## src/rtl/digit_sequence_generator_if.sv

```systemverilog
// Stimulus-side bus of the digit sequence generator: request inputs and the emitted digit stream.
// With ERR_INJECT_EN defined the bus also carries the inject request bit.
interface digit_sequence_generator_if;
   logic       start;
   logic [3:0] burst_count;
`ifdef ERR_INJECT_EN
   logic       inject;
`endif
   logic [3:0] number;
   logic       valid;
   logic       pattern_end;
   logic       busy;
   logic       done;

   modport master (
`ifdef ERR_INJECT_EN
      output inject,
`endif
      output start, burst_count,
      input  number, valid, pattern_end, busy, done
   );

   modport slave (
`ifdef ERR_INJECT_EN
      input  inject,
`endif
      input  start, burst_count,
      output number, valid, pattern_end, busy, done
   );
endinterface

```

## src/rtl/digit_sequence_generator.sv

```systemverilog
// Emits a BCD digit stream holding a 4-digit pattern burst_count times, separated by LFSR filler.
// Optional ERR_INJECT_EN: corrupts the final pattern's last digit when inject was latched at start.
module digit_sequence_generator #(
   parameter logic [3:0] PAT0      = 4'd1,
   parameter logic [3:0] PAT1      = 4'd0,
   parameter logic [3:0] PAT2      = 4'd9,
   parameter logic [3:0] PAT3      = 4'd4,
   parameter int         GAP       = 2,
   parameter logic [7:0] LFSR_SEED = 8'hA5
) (
   input logic                        clock,
   input logic                        reset_n,
   digit_sequence_generator_if.slave  bus
);

   typedef enum logic [2:0] {IDLE, GAPS, P0, P1, P2, P3, DONE} state_t;

   localparam logic [3:0] GAP_N    = 4'(GAP);
   localparam logic [3:0] PAT0_ALT = (PAT0 == 4'd9) ? 4'd0 : PAT0 + 4'd1;
   localparam logic [3:0] PAT3_ALT = (PAT3 == 4'd9) ? 4'd0 : PAT3 + 4'd1;

   // Filler never equals PAT0, so the pattern can only start where it is inserted.
   function automatic logic [3:0] filler(input logic [7:0] l);
      logic [3:0] raw;
      raw = l[3:0];
      if (raw > 4'd9) raw = raw - 4'd6;
      if (raw == PAT0) raw = PAT0_ALT;
      return raw;
   endfunction

   function automatic logic [7:0] lfsr_step(input logic [7:0] l);
      return {l[6:0], l[7] ^ l[5] ^ l[4] ^ l[3]};
   endfunction

   state_t     state;
   logic [7:0] lfsr;
   logic [3:0] gap_cnt;
   logic [4:0] remaining;
   logic       corrupt;

`ifdef ERR_INJECT_EN
   logic inject_q;
   assign corrupt = inject_q && (remaining == 5'd1);
`else
   assign corrupt = 1'b0;
`endif

   // NOTE: all state and outputs use non-blocking assignments so every register samples pre-edge values.
   always_ff @(posedge clock) begin
      if (!reset_n) begin
         state           <= IDLE;
         lfsr            <= LFSR_SEED;
         gap_cnt         <= '0;
         remaining       <= '0;
         bus.number      <= 4'hF;
         bus.valid       <= 1'b0;
         bus.pattern_end <= 1'b0;
         bus.busy        <= 1'b0;
         bus.done        <= 1'b0;
`ifdef ERR_INJECT_EN
         inject_q        <= 1'b0;
`endif
      end else begin
         bus.pattern_end <= 1'b0;
         bus.done        <= 1'b0;
         case (state)
            IDLE: begin
               if (bus.start) begin
                  remaining <= (bus.burst_count == 4'd0) ? 5'd16 : {1'b0, bus.burst_count};
                  gap_cnt   <= '0;
                  bus.busy  <= 1'b1;
                  bus.valid <= 1'b1;
`ifdef ERR_INJECT_EN
                  inject_q  <= bus.inject;
`endif
                  if (GAP_N != 4'd0) begin
                     state      <= GAPS;
                     bus.number <= filler(lfsr);
                     lfsr       <= lfsr_step(lfsr);
                     gap_cnt    <= 4'd1;
                  end else begin
                     state      <= P0;
                     bus.number <= PAT0;
                  end
               end
            end
            GAPS: begin
               if (gap_cnt == GAP_N) begin
                  state      <= P0;
                  bus.number <= PAT0;
               end else begin
                  bus.number <= filler(lfsr);
                  lfsr       <= lfsr_step(lfsr);
                  gap_cnt    <= gap_cnt + 4'd1;
               end
            end
            P0: begin
               state      <= P1;
               bus.number <= PAT1;
            end
            P1: begin
               state      <= P2;
               bus.number <= PAT2;
            end
            P2: begin
               state <= P3;
               if (corrupt) begin
                  bus.number <= PAT3_ALT;
               end else begin
                  bus.number      <= PAT3;
                  bus.pattern_end <= 1'b1;
               end
            end
            P3: begin
               remaining <= remaining - 5'd1;
               if (remaining == 5'd1) begin
                  state      <= DONE;
                  bus.valid  <= 1'b0;
                  bus.number <= 4'hF;
                  bus.done   <= 1'b1;
               end else if (GAP_N != 4'd0) begin
                  state      <= GAPS;
                  bus.number <= filler(lfsr);
                  lfsr       <= lfsr_step(lfsr);
                  gap_cnt    <= 4'd1;
               end else begin
                  state      <= P0;
                  bus.number <= PAT0;
               end
            end
            DONE: begin
               state    <= IDLE;
               bus.busy <= 1'b0;
            end
            default: state <= IDLE;
         endcase
      end
   end

endmodule

```

## src/flat_wrapper.sv

```systemverilog
// flat-port wrapper written by rule: the top's interface ports become plain ports
module digit_sequence_generator_flat 
#(
   parameter logic [3:0] PAT0      = 4'd1,
   parameter logic [3:0] PAT1      = 4'd0,
   parameter logic [3:0] PAT2      = 4'd9,
   parameter logic [3:0] PAT3      = 4'd4,
   parameter int         GAP       = 2,
   parameter logic [7:0] LFSR_SEED = 8'hA5
)
  (clock, reset_n, bus_start, bus_burst_count, bus_number, bus_valid, bus_pattern_end, bus_busy, bus_done);
  digit_sequence_generator_if bus_i ();
  input logic clock;
  input logic reset_n;
  input wire logic [$bits(bus_i.start)-1:0] bus_start;
  input wire logic [$bits(bus_i.burst_count)-1:0] bus_burst_count;
  output wire logic [$bits(bus_i.number)-1:0] bus_number;
  output wire logic [$bits(bus_i.valid)-1:0] bus_valid;
  output wire logic [$bits(bus_i.pattern_end)-1:0] bus_pattern_end;
  output wire logic [$bits(bus_i.busy)-1:0] bus_busy;
  output wire logic [$bits(bus_i.done)-1:0] bus_done;
  assign bus_i.start = bus_start;
  assign bus_i.burst_count = bus_burst_count;
  assign bus_number = bus_i.number;
  assign bus_valid = bus_i.valid;
  assign bus_pattern_end = bus_i.pattern_end;
  assign bus_busy = bus_i.busy;
  assign bus_done = bus_i.done;
  digit_sequence_generator #(.PAT0(PAT0), .PAT1(PAT1), .PAT2(PAT2), .PAT3(PAT3), .GAP(GAP), .LFSR_SEED(LFSR_SEED)) u_core (.clock(clock), .reset_n(reset_n), .bus(bus_i));
endmodule
```

## config.mk

```make
export PLATFORM = sky130hd
export DESIGN_NAME = digit_sequence_generator_flat
export DESIGN_NICKNAME = d
export VERILOG_FILES = /design/src/rtl/digit_sequence_generator_if.sv /design/src/rtl/digit_sequence_generator.sv /design/src/flat_wrapper.sv
export SDC_FILE = /design/constraint.sdc
export NUM_CORES = 1
export LEC_CHECK = 0
export ABC_AREA = 0
export ABC_CLOCK_PERIOD_IN_PS = 2120
export CORE_MARGIN = 8
export CORE_UTILIZATION = 61
export DETAILED_ROUTE_END_ITERATION = 16
export DONT_BUFFER_PORTS = 1
export PLACE_DENSITY_LB_ADDON = 0.2
export SLEW_MARGIN = 20
export SYNTH_ARGS = -nofsm -noshare
export SYNTH_HDL_FRONTEND = slang
export SYNTH_SLANG_ARGS = --single-unit
```

## constraint.sdc

```tcl
create_clock -name clock -period 2.12 [get_ports clock]
set_clock_uncertainty 0.2 [all_clocks]
set_input_delay 0 -clock clock [delete_from_list [all_inputs] [get_ports clock]]
set_output_delay 0 -clock clock [all_outputs]
set_load 0.05 [all_outputs]
```

# After elaboration in Yosys (flattened, before gate mapping)
# Index checks and enable logic that the tools add are counted.
[op_classes] addsub=3 magnitude_cmp=1 n_eq_ne=16 n_mux=38 bitwise_logic=3 n_reduce_logical=13
[op_table] cell="$mux 4" n=19
[op_table] cell="$mux 8" n=3
[op_table] cell="$pmux 4 s6" n=1
[op_table] cell="$pmux 8 s3" n=1
[op_table] cell="$pmux 3 s6" n=1
[op_table] cell="$eq 4x1->1 const B" n=3
[op_table] cell="$pmux 4 s3" n=1
[op_table] cell="$mux 5" n=2
[op_table] cell="$pmux 5 s2" n=1
[op_table] cell="$reduce_and 2->1" n=5
[op_table] cell="$eq 3x3->1 const B" n=3
[op_table] cell="$mux 3" n=3
[op_table] cell="$eq 3x2->1 const B" n=2
[op_table] cell="$ne 2x2->1 const B" n=3
[op_table] cell="$reduce_bool 6->1" n=1
[op_table] cell="$eq 5x1->1 const B" n=1
[op_table] cell="$sub 5x1->5 const B" n=1
[op_table] cell="$add 4x1->4 const B" n=1
[op_table] cell="$eq 4x2->1 const B" n=1
[op_table] cell="$gt 4x4->1 const B" n=1
[op_table] cell="$logic_not 4->1" n=1
[op_table] cell="$mux 1" n=4
[op_table] cell="$ne 2x1->1 const B" n=2
[op_table] cell="$pmux 1 s2" n=2
[op_table] cell="8 further kinds" n=11
[totals] ff_bits=28 wordCells=83

# Logic depth before layout (Yosys ltp)
# Gate-level depths: netlist of the first run.
[depth] depth_word=9 mapped_depth=7 ltp_nobuf=6

# Least setup slack after synthesis of the first run
# Ideal clock, no wire load.
[synth_timing] kind="reg2reg" start="register u_core.gap_cnt[0]" end="register u_core.lfsr[3]" arrival_ps=1664 required_ps=1848 path_slack_ps=185 stages_incl_launch_ff=8 n_path_buf=1 cell_sequence="dfxtp_1 inv_1 ha_1 or4b_4 a21boi_1 a21oi_2 buf_6 mux2i_1"
[synth_between] elab_chain_len=3
[synth_lines] element="from (decl)" line="digit_sequence_generator.sv:37" text="logic [3:0] gap_cnt;"
[synth_lines] element="from (signal assigned)" line="digit_sequence_generator.sv:94" text="gap_cnt <= gap_cnt + 4'd1;"
[synth_lines] element="$eq 4x2->1" line="digit_sequence_generator.sv:88" text="if (gap_cnt == GAP_N) begin"
[synth_lines] element="$ne 2x2->1 (no source line)"
[synth_lines] element="$reduce_and 4->1 (no source line)"
[synth_lines] element="to (signal assigned)" line="digit_sequence_generator.sv:79" text="lfsr <= lfsr_step(lfsr);"
[synth_lines] element="to (signal assigned)" line="digit_sequence_generator.sv:93" text="lfsr <= lfsr_step(lfsr);"
[synth_lines] element="to (signal assigned)" line="digit_sequence_generator.sv:124" text="lfsr <= lfsr_step(lfsr);"
[synth_lines] element="to (decl)" line="digit_sequence_generator.sv:36" text="logic [7:0] lfsr;"
# No other way between the ends.
# A chain may end at the register's enable or synchronous reset.

# Final worst setup path of the first run
[layout_timing] start="register u_core.gap_cnt[0]" end="register u_core.lfsr[0]"
# Same word-level chain as after synthesis.

==> impl_metrics.json, run 1 <==
{
  "status": "finished clean",
  "rsz0062_at_grt": "false",
  "worstReg2RegStart": "u_core.gap_cnt[0]$_SDFFE_PN0P_",
  "path_class": "register to register",
  "power_density_nw_per_um2": 807.2,
  "cts_inserted_buffers": 3,
  "rr_endpoint": "u_core.lfsr[0]$_SDFFE_PN1P_",
  "pwr-share-seq_pct": 49.4,
  "fp.dieW_um": 65.76,
  "synth_nets": 187,
  "syn-instance-count": 175,
  "clk_pin_slew_worst_paths_ns": 0.16,
  "grt_pass1_wl_um": 5954,
  "fp.dieH_um": 65.76,
  "avgSynthCellArea_sq_um": 8.630,
  "globalplace.congestion": 0.8354,
  "drive_gt1_share_pct": 12.57,
  "clockBufferDepth": 2,
  "tns_ns": 0,
  "arrival_ns": 2.03,
  "grt_pass1_vias": 1335,
  "route.detailed.drc": 0,
  "ys.flop_type": "dfxtp_1",
  "r2r_cells": 7,
  "swShare_pct": 31.98,
  "peakVddDrop_uv": 675.9,
  "htreeDepth": 1,
  "max_stage_delay_ns": 0.48,
  "ant_nets": 0,
  "fmaxAchievable_mhz": 490.7,
  "netlist_area_sq_um": 1510,
  "finalSetupViolCount": 0,
  "vias": 1342,
  "track_usage_pct": 16.79,
  "overflow": 0,
  "yosys_warnings": 0,
  "dp_slack_ns": 0.08855,
  "p_leak_nw": 0.6494,
  "hold_end": "u_core.remaining[1]$_SDFFE_PN0P_",
  "yosysUniqueCellTypes": 47,
  "worstSetupEndpointType": "register",
  "ios": 15,
  "area_growth_syn_to_layout_pct": 12.59,
  "post-route-cell-area_sq_um": 1700,
  "p_int_mw": 0.9336,
  "slew_headroom_pct": 30.64,
  "rrSetupSlack_ns": 0.08,
  "cts_tree": "done",
  "start_util_pct": 62.67,
  "p_switching_mw": 0.4389,
  "fp-row-count": 18,
  "worst_slew_pin_slew_ns": 1.037,
  "cp-start-kind": "register",
  "power_frac_comb_pct": 24.7,
  "post_dp_cell_area_sq_um": 1577,
  "worst_slack_ns": 0.08196,
  "grt_start_max_net_pins": 34,
  "drv_cap": 0,
  "slew_violations": 0,
  "required_ns": 2.11,
  "p_clk_share_pct": 25.9,
  "cts_root_buf": "clkbuf_4",
  "cts_num_sinks": 28,
  "synth_edf_count": 0,
  "clk_latency_ns": 0.34,
  "critPathMaxFanout": 12,
  "finalHoldViolations": 0,
  "postSynth.asyncResetShare_pct": 0,
  "period_share_pct": 96.13,
  "min_path_cells": 3,
  "path_cells": "inv_1, ha_1, or4b_4, a21boi_1, a21oi_2, buf_12, o211ai_1",
  "synth_seq_cells": 28,
  "synth-seq-area-share_pct": 37.12,
  "dp_hpwl_um": 2355,
  "min_from": "bus_burst_count[1]",
  "io_buffer_count": 0,
  "holdCritPathClass": "primary input to register",
  "drtPass1Iterations": 4,
  "final_nets": 196,
  "die-area_sq_um": 4324,
  "slowest_stage": "or4b_4",
  "viasPerCell": 6.300,
  "totalWireLength_um": 3408,
  "design.core.area_sq_um": 2410,
  "antenna_found_initial": 0,
  "fin_crit_ns": 2.038,
  "wl_per_cell_um": 16.00,
  "n_antenna_cell": 0,
  "nFillCells": 185,
  "drt-initial-drc-count": 61
}
-- layout make-up --
type                            count  area [sq um]  share of cell area [%]
Multi-Input combinational cell    129         882.1                   51.88
Clock inverter                      1         30.03                   1.766
Timing Repair Buffer               15         140.1                   8.241
Inverter                            7         26.28                   1.545
Clock buffer                        3         22.52                   1.325
Sequential cell                    28         561.8                   33.04
Tap cell                           30         37.54                   2.208
-- layout by cell type, fill, tap and decap left out, types with 2 or more instances in the layout --
cell type / count
a21o_1: 4
ha_1: 5
a31oi_1: 2
inv_1: 7
xnor2_1: 3
dlygate4sd3_1: 6
o221a_2: 2
o211ai_1: 9
nor4b_2: 2
clkbuf_4: 3
nand3b_1: 3
o21ai_0: 7
nor4_1: 3
buf_4: 8
a21boi_0: 4
dfxtp_1: 27
and2_1: 3
a21oi_1: 5
nand2b_1: 5
o22ai_1: 2
mux2i_1: 6
nand3_1: 6
nor2_1: 5
o2111ai_1: 2
nor3_1: 2
nor2b_1: 6
a211oi_1: 2
nand2_1: 22
or4b_4: 2
nor3b_1: 3
-- how the worst max path moves through the flow --
stage / from / end / slack (ns) / cells after the start
global placement: u_core.remaining[1]$_SDFFE_PN0P_ / u_core.lfsr[5]$_SDFFE_PN1P_ / 0.12 / 6
floorplan: u_core.gap_cnt[0]$_SDFFE_PN0P_ / u_core.lfsr[3]$_SDFFE_PN0P_ / 0.18 / 7
global route: u_core.gap_cnt[1]$_SDFFE_PN0P_ / u_core.lfsr[1]$_SDFFE_PN0P_ / 0.0004 / 6
detailed placement: u_core.gap_cnt[0]$_SDFFE_PN0P_ / u_core.lfsr[3]$_SDFFE_PN0P_ / 0.09 / 7
CTS: u_core.remaining[1]$_SDFFE_PN0P_ / u_core.lfsr[5]$_SDFFE_PN1P_ / 0.04 / 6
finish: u_core.gap_cnt[0]$_SDFFE_PN0P_ / u_core.lfsr[0]$_SDFFE_PN1P_ / 0.08 / 7
-- through the flow --
step | std cells | utilization, % | hold slack, ns | power, mW
global route | 213 | 70.56 | 0.2111 | 1.441
finish | 213 | 70.56 | 0.1927 | 1.373
CTS | 213 | 70.09 | 0.1727 | 1.371
global placement | 203 | 65.42 | -0.1096 | 0.9833
floorplan | 175 | - | -0.05156 | 0.9252
detailed placement | 203 | 65.42 | -0.1092 | 1.001
-- power by group through the flow --
stage | Clock [mW] | Sequential (mW) | Combinational (mW)
after floorplan | 0 | 0.690 | 0.235
after global placement | 0 | 0.682 | 0.302
after detailed placement | 0 | 0.686 | 0.315
after CTS | 0.359 | 0.675 | 0.337
after global routing | 0.379 | 0.688 | 0.374
final | 0.355 | 0.678 | 0.339
-- cells by family after synthesis --
| group | Yosys count | synth area share [%] |
|---|---|---|
| multiplexers | 6 | 3.977 |
| XOR/XNOR | 3 | 1.740 |
| adder cells (fa/ha/maj) | 5 | 4.143 |
| AO/OA/AOI/OAI | 47 | 22.29 |
| AND/OR/NAND/NOR | 68 | 25.60 |
| flip-flops | 28 | 37.12 |
| buffers and inverters | 18 | 5.137 |
-- per-layer routing --
layer / share of wire (%) / track usage (%) / up-vias
met4: 2.8 / 9.809 / 0
met5: 0 / 0 / -
li1: - / - / 655
met1: 42 / 19.74 / 642
met3: 4.1 / 3.231 / 10
met2: 51 / 27.65 / 35
-- cell usage after synthesis (3+ instances only) --
library cell | count | area share [%]
dfxtp_1 | 28 | 37
clkbuf_1 | 7 | 1.7
mux2i_1 | 6 | 4.0
nand3_1 | 6 | 2.0
nor3b_1 | 3 | 1.5
nand3b_1 | 3 | 1.5
nand2b_1 | 5 | 2.1
a21o_1 | 4 | 2.0
and2_1 | 3 | 1.2
nand2_1 | 22 | 5.5
o21ai_0 | 7 | 2.3
nor2b_1 | 6 | 2.5
xnor2_1 | 3 | 1.7
nor4_1 | 3 | 1.2
a21boi_0 | 4 | 2.0
a21oi_1 | 5 | 1.7
o211ai_1 | 9 | 4.5
inv_1 | 7 | 1.7
ha_1 | 5 | 4.1
nor2_1 | 5 | 1.2
-- critical path, delay by kind of cell (launching register included) --
family,cells,cell delay (ns)
compound gates,3,0.46
fa+ha+maj,1,0.16
buf+inv,2,0.23
flops,1,0.37
simple gates,1,0.48
-- registers in the layout (all words and copies together), names as in the netlist --
name / flops
u_core.bus.valid: 1
u_core.bus.busy: 1
u_core.gap_cnt: 4
u_core.state: 3
u_core.remaining: 5
u_core.lfsr: 8
u_core.bus.pattern_end: 1
u_core.bus.done: 1
u_core.bus.number: 4
-- what timing repair did --
action,in CTS,in global routing
setup buffers,0,0
hold endpoints to repair,28,0
gates resized for setup,0,3
hold buffers,6,0
endpoints found under the setup margin,0,11
Note: power is estimated with default switching activity, not from simulation.
==> inputs of run 2 (changes only) <==
--- a/config.mk
+++ b/config.mk
@@ -9,8 +9,10 @@
 export ABC_CLOCK_PERIOD_IN_PS = 2120
 export CORE_MARGIN = 8
 export CORE_UTILIZATION = 61
+export CTS_BUF_LIST = sky130_fd_sc_hd__clkbuf_8 sky130_fd_sc_hd__clkbuf_16
 export DETAILED_ROUTE_END_ITERATION = 16
 export DONT_BUFFER_PORTS = 1
+export GPL_TIMING_DRIVEN = 0
 export PLACE_DENSITY_LB_ADDON = 0.2
 export SLEW_MARGIN = 20
 export SYNTH_ARGS = -nofsm -noshare
==> run 2 against run 1 <==
  * Clock-buffer cell count is the same
  * First-iteration DRC count grew 26%
  * Flip-flop and latch count unchanged
  * Utilization rose by 2.4 points
  * Sequential power rose by 3%
  * Power increased by 5.6%
  * Critical endpoint is now u_core.lfsr[5]$_SDFFE_PN1P_
  * Largest power group unchanged
  * Sequential share of layout area shrank 1.1 points
==> impl_metrics.json, run 2 (same netlist as run 1, synthesis figures left out) <==
{
  "critPathMaxFanout": 5,
  "wl_per_cell_um": 17.29,
  "fp.dieW_um": 65.76,
  "p_clk_share_pct": 29.5,
  "post-route-util_pct": 72.95,
  "swShare_pct": 31.40,
  "final_cells": 220,
  "clockBufferDepth": 2,
  "cp-start-kind": "register",
  "fp.dieH_um": 65.76,
  "final_common_cell": "dfxtp_1",
  "htreeDepth": 1,
  "required_ns": 2.13,
  "dp_cells": 205,
  "worst_path_dominant_cell_family": "simple AND/OR/NAND/NOR gates",
  "p_leak_nw": 0.6655,
  "nFillCells": 180,
  "grt_pass1_wl_um": 6037,
  "peakVddDrop_uv": 792.0,
  "fin_crit_ns": 2.066,
  "dp_slack_ns": -0.08760,
  "path_class": "register to register",
  "drv_cap": 0,
  "clk_pin_slew_worst_paths_ns": 0.10,
  "finalSetupViolCount": 0,
  "cts_root_buf": "clkbuf_8",
  "finalHoldViolations": 0,
  "period_share_pct": 97.43,
  "design.core.area_sq_um": 2410,
  "final_cell_mix": "dfxtp_1, nand2_1, o211ai_1",
  "slew_headroom_pct": 63.75,
  "antenna_found_initial": 0,
  "tns_ns": 0,
  "rrSetupSlack_ns": 0.05,
  "cts_tree": "done",
  "p_switching_mw": 0.4550,
  "cts_inserted_buffers": 3,
  "power_frac_comb_pct": 22.4,
  "grt_pass1_vias": 1339,
  "dp_hpwl_um": 2517,
  "rsz0062_at_grt": "true",
  "fmaxAchievable_mhz": 484.1,
  "final_nets": 203,
  "cts_num_sinks": 28,
  "viasPerCell": 6.291,
  "status": "finished clean",
  "top_regs": "u_core.lfsr (8), u_core.remaining (5)",
  "area_growth_syn_to_layout_pct": 16.40,
  "slowest_stage": "or4b_1",
  "overflow": 0,
  "worstSetupEndpointType": "register",
  "fp-row-count": 18,
  "arrival_ns": 2.07,
  "max_stage_delay_ns": 0.57,
  "pwr-share-seq_pct": 48.1,
  "regMostFlops": "u_core.lfsr",
  "cpMostUsedCell": "o211ai_1",
  "power_mw": 1.449,
  "clk_latency_ns": 0.28,
  "route.detailed.drc": 0,
  "globalplace.congestion": 0.8562,
  "slew_violations": 0,
  "power_density_nw_per_um2": 824.4,
  "worst_slack_ns": 0.05445,
  "start_util_pct": 62.67,
  "critPathBufInv": 2,
  "worst_slew_pin_slew_ns": 0.5430,
  "n_antenna_cell": 0,
  "ant_nets": 0,
  "largest_reg_flops": 8,
  "holdCritPathClass": "primary input to register",
  "grt_start_max_net_pins": 17,
  "ios": 15,
  "vias": 1384,
  "totalWireLength_um": 3803,
  "drive_gt1_share_pct": 11.58,
  "track_usage_pct": 17.57,
  "p_int_mw": 0.9942,
  "drt-initial-drc-count": 77,
  "path_cells": "inv_1, ha_1, or4b_1, o211ai_1, buf_4, nand3_1, o211ai_1",
  "io_buffer_count": 0,
  "die-area_sq_um": 4324,
  "drtPass1Iterations": 4
}
## run 2: cell count changes in the layout (fill, tap and decap cells not counted), moves of 3 or more
| cell | delta |
|---|---|
| buf_4 | -4 |
| clkbuf_1 | +7 |
| clkbuf_4 | -3 |
| clkbuf_8 | +3 |
## run 2: timing repair
item | in CTS | in global routing
setup endpoints to repair | 10 | 10
cloned | 0 | 1
hold buffers | 7 | 0
setup buffers | 1 | 2
pin swaps | 1 | 3
hold endpoints to repair | 28 | 0
resized for setup | 1 | 7
## run 2: stage by stage
stage,instance area [sq um],hold WS [ns]
after floorplan,1510,-0.05156
after global placement,1548,-0.04135
after detailed placement,1548,-0.03993
after CTS,1703,0.001726
after global routing,1758,0.02381
final,1758,0.01344
## run 2: final timing paths
| kind | start | to | depth (start not counted) |
|---|---|---|---|
| max | u_core.remaining[1]$_SDFFE_PN0P_ | u_core.lfsr[5]$_SDFFE_PN1P_ | 7 |
| min | bus_start | u_core.remaining[3]$_SDFFE_PN0P_ | 4 |
| max reg2reg | u_core.remaining[1]$_SDFFE_PN0P_ | u_core.lfsr[5]$_SDFFE_PN1P_ | 7 |
| min reg2reg | u_core.lfsr[6]$_SDFFE_PN0P_ | u_core.lfsr[6]$_SDFFE_PN0P_ | 2 |
## run 2: worst register-to-register path, stage by stage (launching register included)
cell and delay [ns]:
dfxtp_1 0.35, inv_1 0.08, ha_1 0.19, or4b_1 0.57, o211ai_1 0.25, buf_4 0.17
nand3_1 0.08, o211ai_1 0.10
## run 2: power by group through the flow
stage / Clock (mW) / Sequential [mW] / Combinational [mW]
floorplan: 0 / 0.690 / 0.235
global placement: 0 / 0.702 / 0.272
detailed placement: 0 / 0.705 / 0.283
CTS: 0.432 / 0.694 / 0.304
global route: 0.448 / 0.706 / 0.363
finish: 0.427 / 0.697 / 0.325
## run 2: area by class of cell
type | count | area (sq um) | area share, %
tap | 30 | 37.54 | 2.135
multi-input combinational | 129 | 909.6 | 51.74
clock buffer | 3 | 41.29 | 2.349
inverter | 7 | 26.28 | 1.495
clock inverter | 1 | 30.03 | 1.708
sequential | 28 | 561.8 | 31.96
timing repair buffer | 11 | 100.1 | 5.694
buffer | 11 | 51.30 | 2.918
## run 2: per-layer routing
metal | wire, um | GRT usage [%] | vias to the layer above
met5 | 0 | 0 | -
met2 | 1905 | 30.09 | 45
li1 | - | - | 669
met4 | 91 | 8.992 | 0
met3 | 297 | 4.422 | 11
met1 | 1510 | 19.56 | 659
